**config.mk**
```make
export PLATFORM = sky130hd
export DESIGN_NAME = cdb_arbiter
export DESIGN_NICKNAME = d
export VERILOG_FILES = /design/src/rtl/cdb_arbiter_pkg.sv /design/src/rtl/cdb_arbiter_rr_picker.sv /design/src/rtl/cdb_arbiter.sv
export SDC_FILE = /design/constraint.sdc
export NUM_CORES = 1
export LEC_CHECK = 0
export ABC_CLOCK_PERIOD_IN_PS = 5600
export CORE_ASPECT_RATIO = 1.2
export CORE_MARGIN = 2
export CORE_UTILIZATION = 38
export DETAILED_ROUTE_END_ITERATION = 6
export PLACE_DENSITY = 0.89
export SYNTH_ARGS = -nofsm -noshare
export SYNTH_HDL_FRONTEND = slang
export SYNTH_HIERARCHICAL = 1
export SYNTH_SLANG_ARGS = --single-unit
```
**constraint.sdc**
```tcl
create_clock -name clk -period 5.6 [get_ports clk]
set_clock_uncertainty 0.05 [all_clocks]
set_input_delay 1.12 -clock clk [delete_from_list [all_inputs] [get_ports clk]]
set_output_delay 1.12 -clock clk [all_outputs]
set_load 0.1 [all_outputs]
```
**src/rtl/cdb_arbiter_pkg.sv**
```systemverilog
// Shared constants for the common data bus (CDB) arbiter slice.
// Latency: none (constants and elaboration-time helpers only).
// Backpressure: not applicable.
// ROB_Entry_Width and Data_Width are the machine-wide ROB tag and result widths.
package cdb_arbiter_pkg;

  localparam int ROB_Entry_Width = 3;
  localparam int Data_Width      = 32;

  // Width of a pointer that indexes n requesters. The result is never zero,
  // so a single-requester build still has a legal vector.
  function automatic int ptr_width(input int n);
    return (n > 1) ? $clog2(n) : 1;
  endfunction

endpackage

```
**src/rtl/cdb_arbiter_rr_picker.sv**
```systemverilog
// Round-robin priority encoder: first valid requester at or after ptr, wrapping.
// Latency: purely combinational.
// Backpressure: none; grant is all-zero when no valid bit is set.
// Ports: valid[N] request vector, ptr search start; grant[N] one-hot,
//        idx index of the granted requester, any high when a grant exists.
module rr_picker #(
  parameter int N     = 4,
  parameter int PTR_W = 2
) (
  input  logic [N-1:0]     valid,
  input  logic [PTR_W-1:0] ptr,
  output logic [N-1:0]     grant,
  output logic [PTR_W-1:0] idx,
  output logic             any
);

  int pos;

  always_comb begin
    grant = '0;
    idx   = '0;
    any   = 1'b0;
    pos   = 0;
    for (int k = 0; k < N; k++) begin
      // ptr is always below N, so a single conditional subtract is enough.
      pos = int'(ptr) + k;
      if (pos >= N) pos = pos - N;
      if (!any && valid[pos[PTR_W-1:0]]) begin
        any                    = 1'b1;
        grant[pos[PTR_W-1:0]]  = 1'b1;
        idx                    = pos[PTR_W-1:0];
      end
    end
  end

endmodule

```
**src/rtl/cdb_arbiter.sv**
```systemverilog
// Round-robin arbiter granting one functional unit per cycle onto the CDB.
// Latency: one cycle from transfer to the registered broadcast.
// Backpressure: req_ready is a combinational one-hot grant; requests hold until granted.
// Ports: clk, rst (sync, active-high), flush; req_valid/req_entry/req_value per
//        requester; req_ready grant; cdb_write/cdb_entry/cdb_value broadcast.
module cdb_arbiter
  import cdb_arbiter_pkg::*;
#(
  parameter int N_REQ   = 4,
  parameter int ENTRY_W = ROB_Entry_Width,
  parameter int DATA_W  = Data_Width
) (
  input  logic                       clk,
  input  logic                       rst,
  input  logic                       flush,
  input  logic [N_REQ-1:0]           req_valid,
  input  logic [N_REQ*ENTRY_W-1:0]   req_entry,
  input  logic [N_REQ*DATA_W-1:0]    req_value,
  output logic [N_REQ-1:0]           req_ready,
  output logic                       cdb_write,
  output logic [ENTRY_W-1:0]         cdb_entry,
  output logic [DATA_W-1:0]          cdb_value
);

  localparam int PTR_W = ptr_width(N_REQ);

  logic [PTR_W-1:0] ptr;
  logic [N_REQ-1:0] pick_grant;
  logic [PTR_W-1:0] pick_idx;
  logic             pick_any;
  logic             xfer;
  logic             write_q;

  rr_picker #(
    .N     (N_REQ),
    .PTR_W (PTR_W)
  ) u_picker (
    .valid (req_valid),
    .ptr   (ptr),
    .grant (pick_grant),
    .idx   (pick_idx),
    .any   (pick_any)
  );

  // Grants are suppressed during reset and flush, so no transfer can occur
  // then and the pointer holds.
  assign req_ready = (rst || flush) ? '0 : pick_grant;
  assign xfer      = pick_any && !rst && !flush;

  always_ff @(posedge clk) begin
    if (rst) begin
      ptr       <= '0;
      write_q   <= 1'b0;
      cdb_entry <= '0;
      cdb_value <= '0;
    end else begin
      write_q <= xfer;
      if (xfer) begin
        ptr       <= (pick_idx == PTR_W'(N_REQ - 1)) ? '0 : pick_idx + 1'b1;
        cdb_entry <= req_entry[int'(pick_idx)*ENTRY_W +: ENTRY_W];
        cdb_value <= req_value[int'(pick_idx)*DATA_W +: DATA_W];
      end
    end
  end

  // A flush in the broadcast cycle kills the strobe of the in-flight result;
  // the tag/value registers keep what they captured, which is harmless
  // because consumers only look at them when cdb_write is high.
  assign cdb_write = write_q && !flush;

endmodule

```
## Word level (Yosys, flattened, before mapping)

Cells that the tools add are included.

- Output and inout bits: 40
- Memory bits (read-only): 0
- Register bits after elaboration: 38
- Memories kept: 0
- Bits in latches: 0
- Word-level logic and storage cells: 81
- RAM bits: 0
- Input port bits: 147

- Bitwise gates (word level): 3
- $lt $le $gt $ge: 12
- Reductions and logical operators: 16
- Mux-type cells: 34
- Add/sub/neg operators: 8
- Divide/modulo/power cells: 0
- Shift operators: 2
- Multiply operators: 1
- Equality and inequality tests: 1

Operator list:

| kind | count |
|---|---|
| indexed part select 128 x 8 -> 32 bit | 1 |
| 2-to-1 mux 4 bit | 5 |
| 2-to-1 mux 2 bit | 9 |
| < comparator 2 x 3 -> 1 bit, second input constant | 4 |
| 2-to-1 mux 1 bit | 12 |
| bitwise OR 4 bit | 3 |
| indexed part select 12 x 5 -> 3 bit | 1 |
| logical AND 1 bit | 10 |
| greater-or-equal comparator 3 bit, second input constant | 3 |
| binary-select mux 1 bit (select 2 bit) | 4 |
| demux 1 bit (select 2 bit) | 4 |
| greater-or-equal comparator 2 x 1 -> 1 bit, second input constant | 4 |
| subtractor 2 x 1 -> 2 bit, second input constant | 4 |
| adder 2 x 2 -> 3 bit, second input constant | 2 |
| logical NOT 1 bit | 5 |
| multiplier 2 x 2 -> 4 bit, second input constant | 1 |
| adder 2 x 1 -> 3 bit, second input constant | 1 |
| greater-or-equal comparator 2 x 3 -> 1 bit, second input constant | 1 |
| adder 2 x 1 -> 2 bit, second input constant | 1 |
| == test 2 bit, second input constant | 1 |
| logical OR 1 bit | 1 |

## Logic depth before layout (Yosys ltp)

Gate-level depths: netlist of run 1.

- Word-level depth: 16
- Gate-level depth with buffers: 13
- Depth with buffers taken out: 10

## Modules after synthesis

The synthesis of run 1 kept the hierarchy.

Modules (own cells, without submodules):

| module | sequential area each (um^2) | times used | cells each | area an instance (um^2) |
|---|---|---|---|---|
| cdb_arbiter | 760.7 | 1 | 215 | 2193.4 |
| rr_picker | 0.0 | 1 | 45 | 421.7 |

## Worst setup path after synthesis of run 1

No wires, ideal clock.

- Kind: in2out
- Start: input port req_valid[2]
- End: output port req_ready[0]
- Data required time: 4.430 ns
- Arrival time: 2.975 ns
- Setup slack: 1.455 ns
- Stages on the path: 6
- Buffers on the path: 1
- Path through: mux4_2 -> buf_6 -> nor4b_4 -> a22oi_1 -> o21ai_0 -> and2_1

- Cells in the longest elaborated chain, start to end: 13
- Elaborated cells on any way between the ends: 25
- Those cells by class: mux: 16; bitwise: 3; reduce/logical: 6

RTL lines:

| element | RTL line | text |
|---|---|---|
| start: declaration | cdb_arbiter.sv:16 | `input logic [N_REQ-1:0] req_valid,` |
| binary-select mux 1 bit (select 2 bit) | cdb_arbiter_rr_picker.sv:28 | `if (!any && valid[pos[PTR_W-1:0]]) begin` |
| 2-to-1 mux 1 bit (implied by the code) | cdb_arbiter_rr_picker.sv:28 |  |
| 2-to-1 mux 1 bit | cdb_arbiter_rr_picker.sv:28 |  |
| logical NOT 1 bit | cdb_arbiter_rr_picker.sv:28 |  |
| logical AND 1 bit | cdb_arbiter_rr_picker.sv:28 |  |
| 2-to-1 mux 1 bit | cdb_arbiter_rr_picker.sv:28 |  |
| logical NOT 1 bit | cdb_arbiter_rr_picker.sv:28 |  |
| logical AND 1 bit | cdb_arbiter_rr_picker.sv:28 |  |
| 2-to-1 mux 1 bit | cdb_arbiter_rr_picker.sv:28 |  |
| logical NOT 1 bit | cdb_arbiter_rr_picker.sv:28 |  |
| logical AND 1 bit | cdb_arbiter_rr_picker.sv:28 |  |
| 2-to-1 mux 4 bit * | cdb_arbiter_rr_picker.sv:28 |  |
| via pick_grant[0] | cdb_arbiter.sv:28 | `logic [N_REQ-1:0] pick_grant;` |
| 2-to-1 mux 4 bit * | cdb_arbiter.sv:47 | `assign req_ready = (rst \|\| flush) ? '0 : pick_grant;` |
| end: declaration | cdb_arbiter.sv:19 | `output logic [N_REQ-1:0] req_ready,` |

The timed path passes the listed nets; every way through them passes the cells marked *. The select of a mux whose other input is x is not followed.

## Worst setup path after layout of run 1

- Start: input port req_valid[3]
- End: output port req_ready[1]

The elaborated chain is that of the path after synthesis.

==> results_dict.tcl, run 1 <==
set metrics [dict create \
    dpl.hpwl_um 7110 \
    synth_xor_xnor_area_share 0 \
    fin_cells 523 \
    wirelength_um 8940 \
    crit_path_start_kind "primary input" \
    setup-violations-final 0 \
    wl_per_cell_um 17.1 \
    setup_tns_ns 0 \
    avgSynthCellArea_um2 10.1 \
    syn_to_final_growth_pct 74.6 \
    yosys-top-cells-count "74 x mux2i_1, 38 x dfxtp_1, 34 x a21o_1, 34 x o22ai_1" \
    antenna_left 0 \
    synthSimpleGateAreaFrac 0.0656 \
    r2r_end "cdb_value[3]" \
    num_antenna_cells 0 \
    root_buffer "clkbuf_8" \
    rows 33 \
    insertion_delay_ns 0.28 \
    ir_drop_uv 362 \
    viasPerCell 5.37 \
    period_needed_ns 4.53 \
    place.gp.congestion 0.776 \
    antenna_found_initial 0 \
    ys.flop_type "dfxtp_1" \
    p_total_mw 2.93 \
    hold_viol 0 \
    cts-resized-gates 0 \
    p_seq_frac 0.164 \
    die_y_um 94.9 \
    hold_class "reg -> reg" \
    cts_tree "yes" \
    r2r_start "ptr[0]" \
    holdPathStages 1 \
    drt_first_pass_iters 4 \
    syn_nets 413 \
    io_pins 187 \
    async_reset_ff_frac 0 \
    power_density_nw_per_um2 642 \
    grt_pass1_vias 2604 \
    synthAdderAreaFrac 0.0287 \
    holdBufCountCts 0 \
    cp_max_fo 13 \
    synth_edf_count 0 \
    cts_inserted_buffers 5 \
    finalCritPeriodShare 0.809 \
    synth.most_common_cell "mux2i_1" \
    ys_types 30 \
    maxSlewHeadroom 0.298 \
    grt_max_degree 38 \
    cts_setup_buffers 0 \
    clk_pin_slew_ns 0.08 \
    dr.first_iter.drc_count 81 \
    ys_ff_latch 38 \
    num-fill-cells 519 \
    worst_slew_pin_slew_ns 1.05 \
    synth.area.mux_share 0.325 \
    rsz0062_at_grt "no" \
    arrival_ns 3.36 \
    cts_max_path_buffers 2 \
    vias 2809 \
    grt_usage 0.215 \
    final_area_um2 4570 \
    fmax_ghz 0.221 \
    synth_area_leaders "dfxtp_1 29%, mux2i_1 28%, a21o_1 9.8%" \
    synth_top_family_by_area "multiplexers" \
    remaining_drc_errors 0 \
    cts_sinks 38 \
    yosysWarnings 6 \
    final_nets 588 \
    chipWidth_um 79.7 \
    p_leak_nw 2.01 \
    dieArea_um2 7560 \
    required_ns 4.43 \
    dpl.cell_count 515 \
    min_to "cdb_value[5]" \
    p_comb_frac 0.767 \
    drive_gt1_frac 0.0573 \
    syn_inst 260 \
    grt-ovfl-total 0 \
    start_util 0.389 \
    power.internal_mw 1.26 \
    core_area_um2 6730 \
    r2r_slack_ns 1.80 \
    power.switching_mw 1.67 \
    synth_top_area_frac 0.291 \
    min_from "cdb_value[5]" \
    synth_compound_area_frac 0.228 \
    ctsHtreeMaxLevel 2 \
    slew_violations 0 \
    yosys.area.top_type "dfxtp_1" \
    synth.cell_area_um2 2620 \
    status "completed" \
    path_class "in -> out" \
    portBuffers 186 \
    reg2regPathDepth 9 \
    synth-seq-area-share 0.291 \
    place_area_um2 4470 \
    grt_pass1_wl_um 12800 \
    clkPwrFrac 0.069 \
    maxCapViolations 0 \
    endpoint_kind "primary output" \
    switching_share 0.570 \
]
==> worst max-delay path, stage by stage <==
cell	delay (ns)
clkdlybuf4s50_1	0.47
mux4_2	0.66
nor4b_4	0.46
a22oi_1	0.13
o21ai_0	0.10
and2_1	0.14
buf_4	0.28
==> power by group through the flow <==
stage | Combinational [mW] | Sequential (mW) | Clock (mW)
after floorplan | 0.937 | 1.33 | 0
after global placement | 2.23 | 0.480 | 0
after detailed placement | 2.26 | 0.487 | 0
after CTS | 2.26 | 0.481 | 0.206
after global routing | 2.35 | 0.497 | 0.214
final | 2.25 | 0.481 | 0.201
==> kinds of logic (layout without fill, tap and decap cells) <==
| kind of cell | count (synthesis) | count (layout) |
|---|---|---|
| multiplexers | 79 | 79 |
| buffers and inverters | 25 | 201 |
| adder cells (fa/ha/maj) | 6 | 6 |
| AO/OA/AOI/OAI | 86 | 86 |
| AND/OR/NAND/NOR | 26 | 26 |
| flip-flops | 38 | 38 |
==> flip-flops by register name (all words and copies together), names as in the netlist <==
register,flops
write_q,1
ptr,2
cdb_entry,3
cdb_value,32
==> worst max path at each step <==
stage / startpoint / end / slack (ns) / depth (start not counted)
floorplan: req_valid[2] / req_ready[0] / 1.46 / 6
global placement: req_valid[3] / req_ready[1] / 1.19 / 7
detailed placement: req_valid[3] / req_ready[1] / 1.11 / 7
CTS: req_valid[3] / req_ready[1] / 1.11 / 7
global route: req_valid[3] / req_ready[1] / 0.98 / 7
finish: req_valid[3] / req_ready[1] / 1.07 / 7
==> layer usage <==
metal,global-route usage,share of wire,routed length [µm],vias to the layer above
met2,0.383,0.50,4460,136
li1,-,-,-,1345
met5,0,0,0,-
met4,0.0733,0.020,183,0
met1,0.239,0.38,3380,1310
met3,0.0717,0.10,920,18
==> layout by cell type, fill, tap and decap left out, drive strengths merged, types with 2 or more instances in the layout <==
cell / n
a21o: 34
a22oi: 8
and2: 5
and2b: 2
buf: 8
clkbuf: 6
clkdlybuf4s50: 182
dfxtp: 38
ha: 6
inv: 3
mux2i: 74
mux4: 4
nand2b: 2
nor2: 10
nor2b: 2
o21ai: 5
o22ai: 34
==> area by class of cell <==
class	count	area, µm²	area share
Timing Repair Buffer	190	1880	0.412
Multi-Input combinational cell	197	1710	0.374
Sequential cell	38	761	0.167
Tap cell	87	109	0.0238
Clock buffer	6	82.6	0.0181
Clock inverter	2	12.5	0.00274
Inverter	3	11.3	0.00247
==> stage by stage <==
stage	utilization	hold slack (ns)	worst slack (ns)
after global routing	0.678	0.415	0.977
after global placement	0.664	0.382	1.19
after detailed placement	0.664	0.388	1.11
final	0.678	0.402	1.07
after floorplan	-	0.494	1.46
after CTS	0.678	0.406	1.11
(Power assumes the default switching activity.)
==> inputs of run 2 (changes only) <==
--- a/config.mk
+++ b/config.mk
@@ -5,12 +5,12 @@
 export SDC_FILE = /design/constraint.sdc
 export NUM_CORES = 1
 export LEC_CHECK = 0
-export ABC_CLOCK_PERIOD_IN_PS = 5600
+export ABC_CLOCK_PERIOD_IN_PS = 3600
 export CORE_ASPECT_RATIO = 1.2
 export CORE_MARGIN = 2
-export CORE_UTILIZATION = 38
+export CORE_UTILIZATION = 32
 export DETAILED_ROUTE_END_ITERATION = 6
-export PLACE_DENSITY = 0.89
+export PLACE_DENSITY = 0.8
 export SYNTH_ARGS = -nofsm -noshare
 export SYNTH_HDL_FRONTEND = slang
 export SYNTH_HIERARCHICAL = 1
==> constraint.sdc (replaced) <==
create_clock -name clk -period 3.6 [get_ports clk]
set_clock_uncertainty 0.05 [all_clocks]
set_input_delay 0.72 -clock clk [delete_from_list [all_inputs] [get_ports clk]]
set_output_delay 0.72 -clock clk [all_outputs]
set_load 0.1 [all_outputs]
==> results_dict.tcl, run 2 (synthesis gave the netlist of run 1 again) <==
set metrics [dict create \
    critPathMaxStageDelay_ns 0.41 \
    maxCapViolations 0 \
    regMostFlops "cdb_value" \
    finalCritPeriodShare 0.915 \
    cp_cell_sequence "inv_1, ha_1, mux4_2, nor4b_4, buf_4, a22oi_1, o21ai_0, and2_1, buf_12" \
    status "completed" \
    chipWidth_um 86.5 \
    dpl.hpwl_um 7390 \
    hold_viol 0 \
    reg_top3 "cdb_value (32), cdb_entry (3), ptr (2)" \
    cp_max_fo 7 \
    r2r_slack_ns 0.32 \
    core_area_um2 8020 \
    crit_path_start_kind "register" \
    dr.first_iter.drc_count 56 \
    largest_reg_flops 32 \
    final_common_cell "clkdlybuf4s50_1" \
    num-fill-cells 683 \
    ir_drop_uv 625 \
    hold_class "reg -> reg" \
    viasPerCell 5.21 \
    grt_max_degree 42 \
    holdPathStages 1 \
    grt_pass1_vias 2716 \
    cts_inserted_buffers 5 \
    slew_violations 0 \
    place_area_um2 4630 \
    clk_pin_slew_ns 0.07 \
    wirelength_um 9290 \
    path_buf_inv 3 \
    cts_tree "yes" \
    antenna_found_initial 0 \
    root_buffer "clkbuf_8" \
    wl_per_cell_um 17.2 \
    vias 2812 \
    setup-violations-final 0 \
    path_class "reg -> out" \
    required_ns 2.83 \
    worst_slew_pin_slew_ns 1.06 \
    antenna_left 0 \
    grt_usage 0.188 \
    min_to "cdb_value[26]" \
    num_antenna_cells 0 \
    rows 36 \
    r2r_end "cdb_value[4]" \
    period_needed_ns 3.29 \
    remaining_drc_errors 0 \
    syn_to_final_growth_pct 81.6 \
    min_from "cdb_value[26]" \
    die_y_um 103 \
    cts_sinks 38 \
    setup_tns_ns 0 \
    fmax_ghz 0.304 \
    r2r_start "ptr[0]" \
    path_delay_family "simple AND/OR/NAND/NOR gates" \
    layout_common_cells "173 x clkdlybuf4s50_1, 74 x mux2i_1, 37 x dfxtp_1" \
    hold-worst-slack_ns 0.404 \
    place.gp.congestion 0.861 \
    grt_pass1_wl_um 13300 \
    maxSlewHeadroom 0.293 \
    drive_gt1_frac 0.0876 \
    dieArea_um2 8910 \
    io_pins 187 \
    final_area_um2 4750 \
    reg2regPathDepth 10 \
    cp_slowest_cell "dfxtp_2" \
    power_density_nw_per_um2 1010 \
    portBuffers 186 \
    start_util 0.326 \
    endpoint_kind "primary output" \
    insertion_delay_ns 0.28 \
    cts_max_path_buffers 2 \
    ctsHtreeMaxLevel 2 \
    p_total_mw 4.78 \
    final_util 0.592 \
    drt_first_pass_iters 4 \
    grt-ovfl-total 0 \
    final_nets 597 \
    rsz0062_at_grt "no" \
    p_leak_nw 2.13 \
    arrival_ns 2.52 \
]
[run 2: what timing repair did]
action                                  4_1_cts  5_1_grt
hold buffers                                  0        0
setup buffers                                 0        1
gates resized for setup                       0        6
endpoints found under the setup margin        0        4
[run 2: worst max-delay path by stage]
stage,from,to,slack (ns),cells past startpoint
final,ptr[0],req_ready[2],0.31,9
after detailed placement,req_valid[3],cdb_value[4],-0.08,8
after global routing,ptr[0],req_ready[2],0.10,9
after CTS,req_valid[3],req_ready[2],0.05,8
after global placement,req_valid[3],cdb_entry[0],-0.04,8
after floorplan,ptr[0],req_ready[0],0.20,9
[run 2: stage by stage]
| stage | std cells | setup WS, ns |
|---|---|---|
| floorplan | 260 | 0.199 |
| global placement | 531 | -0.0369 |
| detailed placement | 531 | -0.0764 |
| CTS | 539 | 0.0509 |
| global route | 540 | 0.102 |
| finish | 540 | 0.307 |
[run 2: final cells by class]
| class | instances | area, µm² | share of cell area |
|---|---|---|---|
| Sequential cell | 38 | 762 | 0.160 |
| Clock inverter | 1 | 30.0 | 0.00632 |
| Timing Repair Buffer | 199 | 2050 | 0.431 |
| Tap cell | 95 | 119 | 0.0250 |
| Multi-Input combinational cell | 197 | 1700 | 0.359 |
| Inverter | 3 | 11.3 | 0.00237 |
| Clock buffer | 7 | 76.3 | 0.0161 |
[run 2: power by group]
group	internal, mW	total, mW	switching [mW]
clock	0.207	0.354	0.147
combinational	1.30	3.69	2.38
sequential	0.622	0.735	0.113
[run 2: routing by layer]
layer	wire, µm	vias up	global-route usage
met5	0	-	0
met4	132	0	0.0445
met3	772	10	0.0432
met2	4710	130	0.346
met1	3670	1305	0.220
li1	-	1367	-
